`config.mk`:
```
export PLATFORM = sky130hd
export DESIGN_NAME = pipe_stall_ctrl_flat
export DESIGN_NICKNAME = d
export VERILOG_FILES = /design/src/rtl/pipe_stall_ctrl_pkg.sv /design/src/rtl/pipe_stall_ctrl_if.sv /design/src/rtl/pipe_stall_ctrl_mc_counter.sv /design/src/rtl/pipe_stall_ctrl.sv /design/src/flat_wrapper.sv
export SDC_FILE = /design/constraint.sdc
export NUM_CORES = 1
export LEC_CHECK = 0
export BUFFER_PORTS_ARGS = -buffer_cell sky130_fd_sc_hd__buf_2
export CAP_MARGIN = 10
export CORE_UTILIZATION = 49
export CTS_CLUSTER_DIAMETER = 100
export DETAILED_ROUTE_END_ITERATION = 10
export PLACE_DENSITY = 0.84
export SYNTH_ARGS = -nofsm -noshare
export SYNTH_HDL_FRONTEND = slang
export SYNTH_SLANG_ARGS = --single-unit
```
`constraint.sdc`:
```
create_clock -name clk -period 3 [get_ports clk]
set_input_delay 0.75 -clock clk [delete_from_list [all_inputs] [get_ports clk]]
set_output_delay 0.75 -clock clk [all_outputs]
set_load 0.05 [all_outputs]
```
`src/rtl/pipe_stall_ctrl_pkg.sv`:
```
// Shared constants and helpers for the pipeline stall controller.
// Holds the reset level, default depths and the watchdog limit in one place.
package pipe_stall_ctrl_pkg;

  localparam logic RST_ACTIVE = 1'b1;

  localparam int DEF_NSTAGE   = 6;
  localparam int DEF_NREQ     = 2;
  localparam int DEF_CNTW     = 5;
  localparam int DEF_MC_DEPTH = 3;
  localparam int DEF_TMOUT    = 255;

  localparam logic [7:0] DEF_REQ_DEPTH0 = 8'd1;
  localparam logic [7:0] DEF_REQ_DEPTH1 = 8'd3;

  // Masks are built at this width and narrowed to NSTAGE by the caller.
  localparam int MAX_NSTAGE = 32;

  // Freeze mask covering stages [depth:0]; depths past the last stage clamp to it.
  function automatic logic [MAX_NSTAGE-1:0] depth_mask(input int unsigned depth,
                                                       input int unsigned nstage);
    int unsigned           d;
    logic [MAX_NSTAGE-1:0] m;
    d = (depth >= nstage) ? nstage - 1 : depth;
    m = '0;
    for (int unsigned i = 0; i < MAX_NSTAGE; i++) m[i] = (i <= d);
    return m;
  endfunction

endpackage

```
`src/rtl/pipe_stall_ctrl_if.sv`:
```
// Request/response bundle between the pipeline and its stall controller.
interface pipe_stall_ctrl_if #(
  parameter int NSTAGE = 6,
  parameter int NREQ   = 2,
  parameter int CNTW   = 5
);
  logic [NREQ-1:0]   req;
  logic              mc_start;
  logic [CNTW-1:0]   mc_cycles;
  logic              flush;
  logic              stop_stall;
  logic [NSTAGE-1:0] stall;
  logic [NSTAGE-1:0] bubble;
  logic              mc_busy;
  logic              stall_timeout;
  logic [31:0]       stall_cnt;

  modport master (
    output req, mc_start, mc_cycles, flush, stop_stall,
    input  stall, bubble, mc_busy, stall_timeout, stall_cnt
  );

  modport slave (
    input  req, mc_start, mc_cycles, flush, stop_stall,
    output stall, bubble, mc_busy, stall_timeout, stall_cnt
  );
endinterface

```
`src/rtl/pipe_stall_ctrl_mc_counter.sv`:
```
// Multicycle stall down-counter: load, decrement to zero, clear, busy.
module stall_mc_counter
  import pipe_stall_ctrl_pkg::*;
#(
  parameter int CNTW = DEF_CNTW
) (
  input  logic            clk,
  input  logic            rst,
  input  logic            load,
  input  logic [CNTW-1:0] load_val,
  input  logic            clr,
  output logic            busy
);
  logic [CNTW-1:0] cnt_q, cnt_d;

  // A load is only taken from idle; a running count cannot be restarted.
  always_comb begin
    cnt_d = cnt_q;
    if (clr)                         cnt_d = '0;
    else if (load && cnt_q == '0)    cnt_d = load_val;
    else if (cnt_q != '0)            cnt_d = cnt_q - CNTW'(1);
  end

  always_ff @(posedge clk) begin
    if (rst == RST_ACTIVE) cnt_q <= '0;
    else                   cnt_q <= cnt_d;
  end

  assign busy = (cnt_q != '0);
endmodule

```
`src/rtl/pipe_stall_ctrl.sv`:
```
// Per-stage freeze/bubble generation from level requesters and a multicycle
// counter, with a continuous-stall watchdog and a saturating stall counter.
module pipe_stall_ctrl
  import pipe_stall_ctrl_pkg::*;
#(
  parameter int                NSTAGE    = DEF_NSTAGE,
  parameter int                NREQ      = DEF_NREQ,
  parameter logic [NREQ*8-1:0] REQ_DEPTH = {DEF_REQ_DEPTH1, DEF_REQ_DEPTH0},
  parameter int                MC_DEPTH  = DEF_MC_DEPTH,
  parameter int                CNTW      = DEF_CNTW,
  parameter int                TMOUT     = DEF_TMOUT
) (
  input logic              clk,
  input logic              rst,
  pipe_stall_ctrl_if.slave bus
);
  localparam int RUNW = (TMOUT < 2) ? 1 : $clog2(TMOUT + 1);
  localparam logic [NSTAGE-1:0] MC_MASK = NSTAGE'(depth_mask(32'(MC_DEPTH), 32'(NSTAGE)));

  logic [NREQ-1:0][NSTAGE-1:0] req_mask;
  logic [NSTAGE-1:0]           stall_raw, stall_v, bubble_v;
  logic                        mc_load, mc_busy, mc_act;

  genvar gi;
  for (gi = 0; gi < NREQ; gi++) begin : g_req
    localparam logic [NSTAGE-1:0] M = NSTAGE'(depth_mask(32'(REQ_DEPTH[gi*8 +: 8]), 32'(NSTAGE)));
    assign req_mask[gi] = bus.req[gi] ? M : '0;
  end

  // Flush wins over a same-cycle start; a zero-length start is a no-op.
  assign mc_load = bus.mc_start && (bus.mc_cycles != '0) && !bus.flush;
  assign mc_act  = mc_busy || (bus.mc_start && (bus.mc_cycles != '0));

  stall_mc_counter #(.CNTW(CNTW)) u_mc (
    .clk      (clk),
    .rst      (rst),
    .load     (mc_load),
    .load_val (bus.mc_cycles - CNTW'(1)),
    .clr      (bus.flush),
    .busy     (mc_busy)
  );

  always_comb begin
    stall_raw = mc_act ? MC_MASK : '0;
    for (int i = 0; i < NREQ; i++) stall_raw |= req_mask[i];
    stall_v = stall_raw;
    if (rst == RST_ACTIVE || bus.flush || bus.stop_stall) stall_v = '0;
    bubble_v = '0;
    for (int k = 1; k < NSTAGE; k++) bubble_v[k] = stall_v[k-1] & ~stall_v[k];
  end

  logic [RUNW-1:0] run_q, run_d;
  logic            tmo_q, tmo_d;
  logic [31:0]     scnt_q, scnt_d;

  // Run length tracks the fetch stage only; any unstalled cycle restarts it.
  always_comb begin
    run_d  = '0;
    tmo_d  = tmo_q;
    scnt_d = scnt_q;
    if (stall_v[0]) begin
      run_d = (run_q == RUNW'(TMOUT)) ? run_q : run_q + RUNW'(1);
      if (run_d == RUNW'(TMOUT)) tmo_d = 1'b1;
      if (scnt_q != '1) scnt_d = scnt_q + 32'd1;
    end
  end

  always_ff @(posedge clk) begin
    if (rst == RST_ACTIVE) begin
      run_q  <= '0;
      tmo_q  <= 1'b0;
      scnt_q <= '0;
    end else begin
      run_q  <= run_d;
      tmo_q  <= tmo_d;
      scnt_q <= scnt_d;
    end
  end

  assign bus.stall         = stall_v;
  assign bus.bubble        = bubble_v;
  assign bus.mc_busy       = mc_busy;
  assign bus.stall_timeout = tmo_q;
  assign bus.stall_cnt     = scnt_q;
endmodule

```
`src/flat_wrapper.sv`:
```
// flat-port wrapper written by rule: the top's interface ports become plain ports
module pipe_stall_ctrl_flat import pipe_stall_ctrl_pkg::*;
#(
  parameter int                NSTAGE    = DEF_NSTAGE,
  parameter int                NREQ      = DEF_NREQ,
  parameter logic [NREQ*8-1:0] REQ_DEPTH = {DEF_REQ_DEPTH1, DEF_REQ_DEPTH0},
  parameter int                MC_DEPTH  = DEF_MC_DEPTH,
  parameter int                CNTW      = DEF_CNTW,
  parameter int                TMOUT     = DEF_TMOUT
)
  (clk, rst, bus_req, bus_mc_start, bus_mc_cycles, bus_flush, bus_stop_stall, bus_stall, bus_bubble, bus_mc_busy, bus_stall_timeout, bus_stall_cnt);
  pipe_stall_ctrl_if #(.NSTAGE(NSTAGE), .NREQ(NREQ), .CNTW(CNTW)) bus_i ();
  input logic clk;
  input logic rst;
  input wire logic [$bits(bus_i.req)-1:0] bus_req;
  input wire logic [$bits(bus_i.mc_start)-1:0] bus_mc_start;
  input wire logic [$bits(bus_i.mc_cycles)-1:0] bus_mc_cycles;
  input wire logic [$bits(bus_i.flush)-1:0] bus_flush;
  input wire logic [$bits(bus_i.stop_stall)-1:0] bus_stop_stall;
  output wire logic [$bits(bus_i.stall)-1:0] bus_stall;
  output wire logic [$bits(bus_i.bubble)-1:0] bus_bubble;
  output wire logic [$bits(bus_i.mc_busy)-1:0] bus_mc_busy;
  output wire logic [$bits(bus_i.stall_timeout)-1:0] bus_stall_timeout;
  output wire logic [$bits(bus_i.stall_cnt)-1:0] bus_stall_cnt;
  assign bus_i.req = bus_req;
  assign bus_i.mc_start = bus_mc_start;
  assign bus_i.mc_cycles = bus_mc_cycles;
  assign bus_i.flush = bus_flush;
  assign bus_i.stop_stall = bus_stop_stall;
  assign bus_stall = bus_i.stall;
  assign bus_bubble = bus_i.bubble;
  assign bus_mc_busy = bus_i.mc_busy;
  assign bus_stall_timeout = bus_i.stall_timeout;
  assign bus_stall_cnt = bus_i.stall_cnt;
  pipe_stall_ctrl #(.NSTAGE(NSTAGE), .NREQ(NREQ), .REQ_DEPTH(REQ_DEPTH), .MC_DEPTH(MC_DEPTH), .CNTW(CNTW), .TMOUT(TMOUT)) u_core (.clk(clk), .rst(rst), .bus(bus_i));
endmodule
```
==> flow_metrics.env, run 1 <==
export IMPL_area_delta_synth_final_pct=21.10
export IMPL_grt_pass1_vias=2304
export IMPL_antenna_found_initial=0
export IMPL_outcome="finished clean"
export IMPL_grt_use_total_pct=22.70
export IMPL_hold_start="u_core.bus.stall_timeout$_SDFFE_PP0P_"
export IMPL_viasPerCell=5.914
export IMPL_relSlewSlack_pct=58.08
export IMPL_fp_dieH_um=74.81
export IMPL_hold_violations=0
export IMPL_ctsRootBufferMaster="clkbuf_8"
export IMPL_timing_clock_skew_ns=0.01125
export IMPL_cts_buffers=5
export IMPL_crit_required_ns=2.25
export IMPL_layout_drive_gt1_share_pct=29.01
export IMPL_design_area_sq_um=3146
export IMPL_drt_iter0_drc=212
export IMPL_drt_wl_total_um=6046
export IMPL_mostFrequentLayoutCells="dfxtp_1, buf_2, nor2_1"
export IMPL_ant_nets=0
export IMPL_grt_pass1_wl_um=9984
export IMPL_layout_commonest_cell="dfxtp_1"
export IMPL_dpl_hpwl_um=4294
export IMPL_clk_insertion_delay_late_ns=0.31
export IMPL_core_sq_um=5107
export IMPL_fin_nets=376
export IMPL_arrival_ns=2.23
export IMPL_drt_first_pass_iters=4
export IMPL_antenna_cells=0
export IMPL_dieArea_sq_um=5596
export IMPL_grt_ovfl_total=0
export IMPL_synth_edf_count=0
export IMPL_fmax_ghz=0.3356
export IMPL_worstPathMaxFanout=2
export IMPL_synth_area_leader_cell="dfxtp_1"
export IMPL_timing_hold_ws_ns=0.4891
export IMPL_crit_path_end_kind="output port"
export IMPL_initial_core_util_pct=50.86
export IMPL_pwr_density_cell_nw_per_um2=409.1
export IMPL_p_total_uw=1287
export IMPL_fin_util_pct=61.59
export IMPL_yosysTopAreaCellShare_pct=35.45
export IMPL_vias=2555
export IMPL_synth_cells=307
export IMPL_gp_congestion=0.8558
export IMPL_r2r_start="u_core.bus.stall_cnt[3]$_SDFFE_PP0P_"
export IMPL_ys_dominant_reg_cell="dfxtp_1"
export IMPL_postPlaceCellArea_sq_um=2958
export IMPL_rsz0062_at_grt="yes"
export IMPL_boundaryPins=58
export IMPL_synthTopCellsByArea="dfxtp_1, or4_1, o31ai_1, a21oi_2, a21oi_1"
export IMPL_worst_pin_slew_ns=0.6271
export IMPL_die_x_um=74.81
export IMPL_vdd_drop_max_uv=224.3
export IMPL_cts_max_level=2
export IMPL_row_count=26
export IMPL_syn_cell_area_sq_um=2597
export IMPL_wl_per_cell_um=14.00
export IMPL_clockBufferDepth=2
export IMPL_whs_path_depth=1
export IMPL_rr_endpoint="u_core.bus.stall_cnt[27]$_SDFFE_PP0P_"
export IMPL_min_path_type="flip-flop to flip-flop"
export IMPL_post_route_period_util_pct=99.33
export IMPL_critPathKind="input pin to output port"
export IMPL_max_cap_violations=0
export IMPL_synthDistinctLibCells=49
export IMPL_slew_viol_final=0
export IMPL_grt_max_degree=36
export IMPL_syn_area_per_cell_sq_um=8.461
export IMPL_cts_tree="done"
export IMPL_async_reset_ff_share_pct=0
export IMPL_start_kind="input pin"
export IMPL_portBuffers=51
export IMPL_drc=0
export IMPL_seq_area_frac_synth_pct=35.45
export IMPL_r2r_setup_slack_ns=0.58
export IMPL_setup_violations_final=0
export IMPL_min_period_ns=2.980
export IMPL_holdPathEnd="u_core.bus.stall_timeout$_SDFFE_PP0P_"
export IMPL_leakage_uw=0.001155
export IMPL_ys_seq_elements=46
export IMPL_clk_pin_slew_ns=0.08
export IMPL_cts_sinks=46
export IMPL_ys_warn_count=0
export IMPL_ff2ff_path_depth=5
[final cells by class]
| type | instances | area (sq um) |
|---|---|---|
| inverter | 5 | 22.52 |
| sequential | 46 | 920.9 |
| clock buffer | 5 | 68.82 |
| tap | 70 | 87.58 |
| timing repair buffer | 66 | 441.7 |
| clock inverter | 3 | 40.04 |
| fill | 439 | 1962 |
| multi-input combinational | 237 | 1564 |
[critical path, stage by stage]
cell and delay, ns:
buf_6 0.09, or4_4 0.53, o21a_4 0.21, or2_4 0.24, nor2_4 0.08, and3_4 0.18
buf_8 0.14
[synth_stat cells, drive strengths merged (6+ instances only)]
cell and n:
dfxtp 46, a21oi 27, nor2 22, or4 22, nand2 19, buf 17
o31ai 17, o21ai 15, nand3 13, nand4 10, nor3 9, clkbuf 7
or3 7, and3 6
[routing by layer]
metal | wire, um | track usage, %
met3 | 251 | 4.150
met2 | 2968 | 40.74
met4 | 106 | 6.709
met5 | 0 | 0
met1 | 2720 | 27.58
[cells by family (layout without fill, tap and decap cells)]
| family | Yosys count | count (layout) | share of synthesized area (%) |
|---|---|---|---|
| adders and majority gates | 3 | 3 | 1.445 |
| and+or+nand+nor | 137 | 137 | 30.54 |
| AOI/OAI and AO/OA | 83 | 83 | 22.50 |
| xor gates and xnor gates | 3 | 3 | 1.012 |
| muxes | 5 | 5 | 2.119 |
| DFF | 46 | 46 | 35.45 |
| buffers and inverters | 29 | 79 | 6.792 |
| other | 1 | 6 | 0.1444 |
[state kept, by name (all words and copies together), names as in the netlist]
name                      count
u_core.bus.stall_cnt         32
u_core.bus.stall_timeout      1
u_core.run_q                  8
u_core.u_mc.cnt_q             5
[how the worst max path moves through the flow]
stage / slack [ns] / from / to
after floorplan: -0.08 / bus_mc_cycles[1] / bus_stall[1]
after global placement: -0.19 / bus_mc_cycles[1] / bus_bubble[2]
after detailed placement: -0.21 / bus_mc_cycles[1] / bus_bubble[2]
after CTS: -0.008 / bus_mc_cycles[2] / bus_stall[1]
after global routing: -0.03 / bus_mc_cycles[2] / bus_stall[3]
final: 0.02 / bus_mc_cycles[2] / bus_bubble[2]
[repair_timing]
action                                  in CTS  in global routing
pin swaps                                    3                  1
endpoints found under the setup margin       6                  6
hold endpoints to repair                     0                  0
hold buffers                                 0                  0
gates resized for setup                     10                 10
setup buffers                                0                  2
[report_power, final]
group	total [uW]	switching [uW]	internal, uW
combinational	204	123	80.4
clock	453	208	245
sequential	630	10.0	620
total	1290	341	946
[per-stage QoR]
stage / setup slack, ns / setup TNS (ns) / cells
after floorplan: -0.08066 / -0.1390 / 312
after global placement: -0.1871 / -0.5932 / 422
after detailed placement: -0.2086 / -0.6945 / 422
after CTS: -0.008304 / -0.01633 / 430
after global routing: -0.02895 / -0.1558 / 432
final: 0.02007 / 0 / 432
No activity file was read; power rests on OpenSTA's default activity.
==> inputs of run 2 (changes only) <==
--- a/config.mk
+++ b/config.mk
@@ -7,7 +7,7 @@
 export LEC_CHECK = 0
 export BUFFER_PORTS_ARGS = -buffer_cell sky130_fd_sc_hd__buf_2
 export CAP_MARGIN = 10
-export CORE_UTILIZATION = 49
+export CORE_UTILIZATION = 51
 export CTS_CLUSTER_DIAMETER = 100
 export DETAILED_ROUTE_END_ITERATION = 10
 export PLACE_DENSITY = 0.84
==> constraint.sdc (replaced) <==
create_clock -name clk -period 3.6 [get_ports clk]
set_input_delay 0.9 -clock clk [delete_from_list [all_inputs] [get_ports clk]]
set_output_delay 0.9 -clock clk [all_outputs]
set_load 0.05 [all_outputs]
==> run 2 against run 1 <==
  * Sequential power down 17%
  * First-iteration DRC count down 52%
  * Largest cell class unchanged
  * Worst hold slack better by 0.0069 ns
  * Critical endpoint unchanged
  * Critical path type unchanged
  * Combinational power down 30%
==> flow_metrics.env, run 2 (same netlist as run 1, synthesis figures left out) <==
export IMPL_timing_clock_skew_ns=0.003088
export IMPL_cpPeakStageDelay_ns=0.54
export IMPL_hold_start="u_core.bus.stall_cnt[13]$_SDFFE_PP0P_"
export IMPL_critPathKind="input pin to output port"
export IMPL_clk_pin_slew_ns=0.08
export IMPL_gp_congestion=0.8435
export IMPL_ctsResizeCount=0
export IMPL_min_period_ns=3.507
export IMPL_fp_dieH_um=73.37
export IMPL_hold_buffers=0
export IMPL_path_common_cell="buf_2"
export IMPL_worst_slack_ns=0.09270
export IMPL_setup_tns_ns=0
export IMPL_preCtsSetupSlack_ns=0.1043
export IMPL_r2r_start="u_core.bus.stall_cnt[3]$_SDFFE_PP0P_"
export IMPL_fin_nets=366
export IMPL_antenna_cells=0
export IMPL_multi_input_area_sq_um=1519
export IMPL_grt_ovfl_total=0
export IMPL_final_cells=419
export IMPL_vias=2493
export IMPL_grt_use_total_pct=23.11
export IMPL_timing_hold_ws_ns=0.4961
export IMPL_grt_max_degree=35
export IMPL_ff2ff_path_depth=5
export IMPL_arrival_ns=2.61
export IMPL_ctsRootBufferMaster="clkbuf_8"
export IMPL_seq_area_sq_um=920.9
export IMPL_grt_pass1_vias=2219
export IMPL_layout_commonest_cell="buf_2"
export IMPL_dieArea_sq_um=5382
export IMPL_wl_per_cell_um=13.90
export IMPL_clk_insertion_delay_late_ns=0.31
export IMPL_mostFrequentLayoutCells="buf_2, dfxtp_1, nor2_1"
export IMPL_slew_viol_final=0
export IMPL_cp_cell_sequence="buf_2 > or4_1 > o21a_1 > or2_2 > nor2_1 > and3_1 > buf_2"
export IMPL_holdPathEnd="u_core.bus.stall_cnt[13]$_SDFFE_PP0P_"
export IMPL_outcome="finished clean"
export IMPL_post_route_period_util_pct=97.43
export IMPL_hold_violations=0
export IMPL_initial_core_util_pct=53.92
export IMPL_largest_reg_flops=32
export IMPL_crit_required_ns=2.70
export IMPL_cts_buffers=5
export IMPL_cts_sinks=46
export IMPL_crit_start="bus_mc_cycles[1]"
export IMPL_start_kind="input pin"
export IMPL_post_cts_buffers=0
export IMPL_core_sq_um=4817
export IMPL_worst_pin_slew_ns=0.6461
export IMPL_slowest_stage="or4_1"
export IMPL_viasPerCell=5.950
export IMPL_pwr_density_cell_nw_per_um2=358.0
export IMPL_cts_max_level=2
export IMPL_whs_path_depth=2
export IMPL_drt_first_pass_iters=4
export IMPL_cts_tree="done"
export IMPL_r2r_setup_slack_ns=1.22
export IMPL_vdd_drop_max_uv=253.6
export IMPL_antenna_found_initial=0
export IMPL_drc=0
export IMPL_clockBufferDepth=2
export IMPL_rr_endpoint="u_core.bus.stall_cnt[28]$_SDFFE_PP0P_"
export IMPL_rsz0062_at_grt="no"
export IMPL_min_path_type="flip-flop to flip-flop"
export IMPL_boundaryPins=58
export IMPL_fin_util_pct=61.06
export IMPL_row_count=25
export IMPL_drt_iter0_drc=102
export IMPL_grt_pass1_wl_um=9756
export IMPL_die_x_um=73.37
export IMPL_leakage_uw=0.001087
export IMPL_max_cap_violations=0
export IMPL_fillCellCount=444
export IMPL_dpl_hpwl_um=4222
export IMPL_fmax_ghz=0.2851
export IMPL_area_delta_synth_final_pct=13.25
export IMPL_crit_path_end_kind="output port"
export IMPL_setup_violations_final=0
export IMPL_worstPathMaxFanout=3
export IMPL_layout_drive_gt1_share_pct=24.43
export IMPL_dp_cells=411
export IMPL_relSlewSlack_pct=56.76
export IMPL_portBuffers=51
export IMPL_ant_nets=0
export IMPL_drt_wl_total_um=5825
[run 2: critical path, delay by kind of cell]
kind	cells	cell delay [ns]
simple gates	4	1.15
buf+inv	2	0.36
compound gates	1	0.20
[run 2: worst max path at each step]
stage	endpoint	cells after the start
6_report	bus_bubble[2]	7
5_1_grt	bus_bubble[2]	7
4_1_cts	bus_bubble[2]	7
3_5_place_dp	bus_bubble[2]	7
3_3_place_gp	bus_bubble[2]	7
2_1_floorplan	bus_stall[2]	6
[run 2: per-layer routing]
metal  vias to the layer above  share of wire (%)  track usage (%)
met1                      1166                 46            28.70
met3                        10                4.9            4.115
met2                        61                 48            40.12
met4                         0                1.1            8.120
li1                       1256                  -                -
met5                         -                  0                0
[run 2: where the power goes]
part	internal [uW]	switching, uW
Clock	208	179
Sequential	517	8.17
Combinational	46.5	95.4
Total	771	282
[run 2: per-stage QoR]
| stage | power [uW] | area (sq um) |
|---|---|---|
| floorplan | 651.9 | 2616 |
| global placement | 674.2 | 2835 |
| detailed placement | 676.8 | 2835 |
| CTS | 1059 | 2942 |
| global route | 1092 | 2942 |
| finish | 1053 | 2942 |
[run 2: final cells by class]
class / instances / area share [%]
Clock buffer: 7 / 2.595
Clock inverter: 1 / 1.021
Inverter: 5 / 0.6380
Multi-Input combinational cell: 237 / 51.64
Sequential cell: 46 / 31.31
Tap cell: 67 / 2.850
Timing Repair Buffer: 56 / 9.953
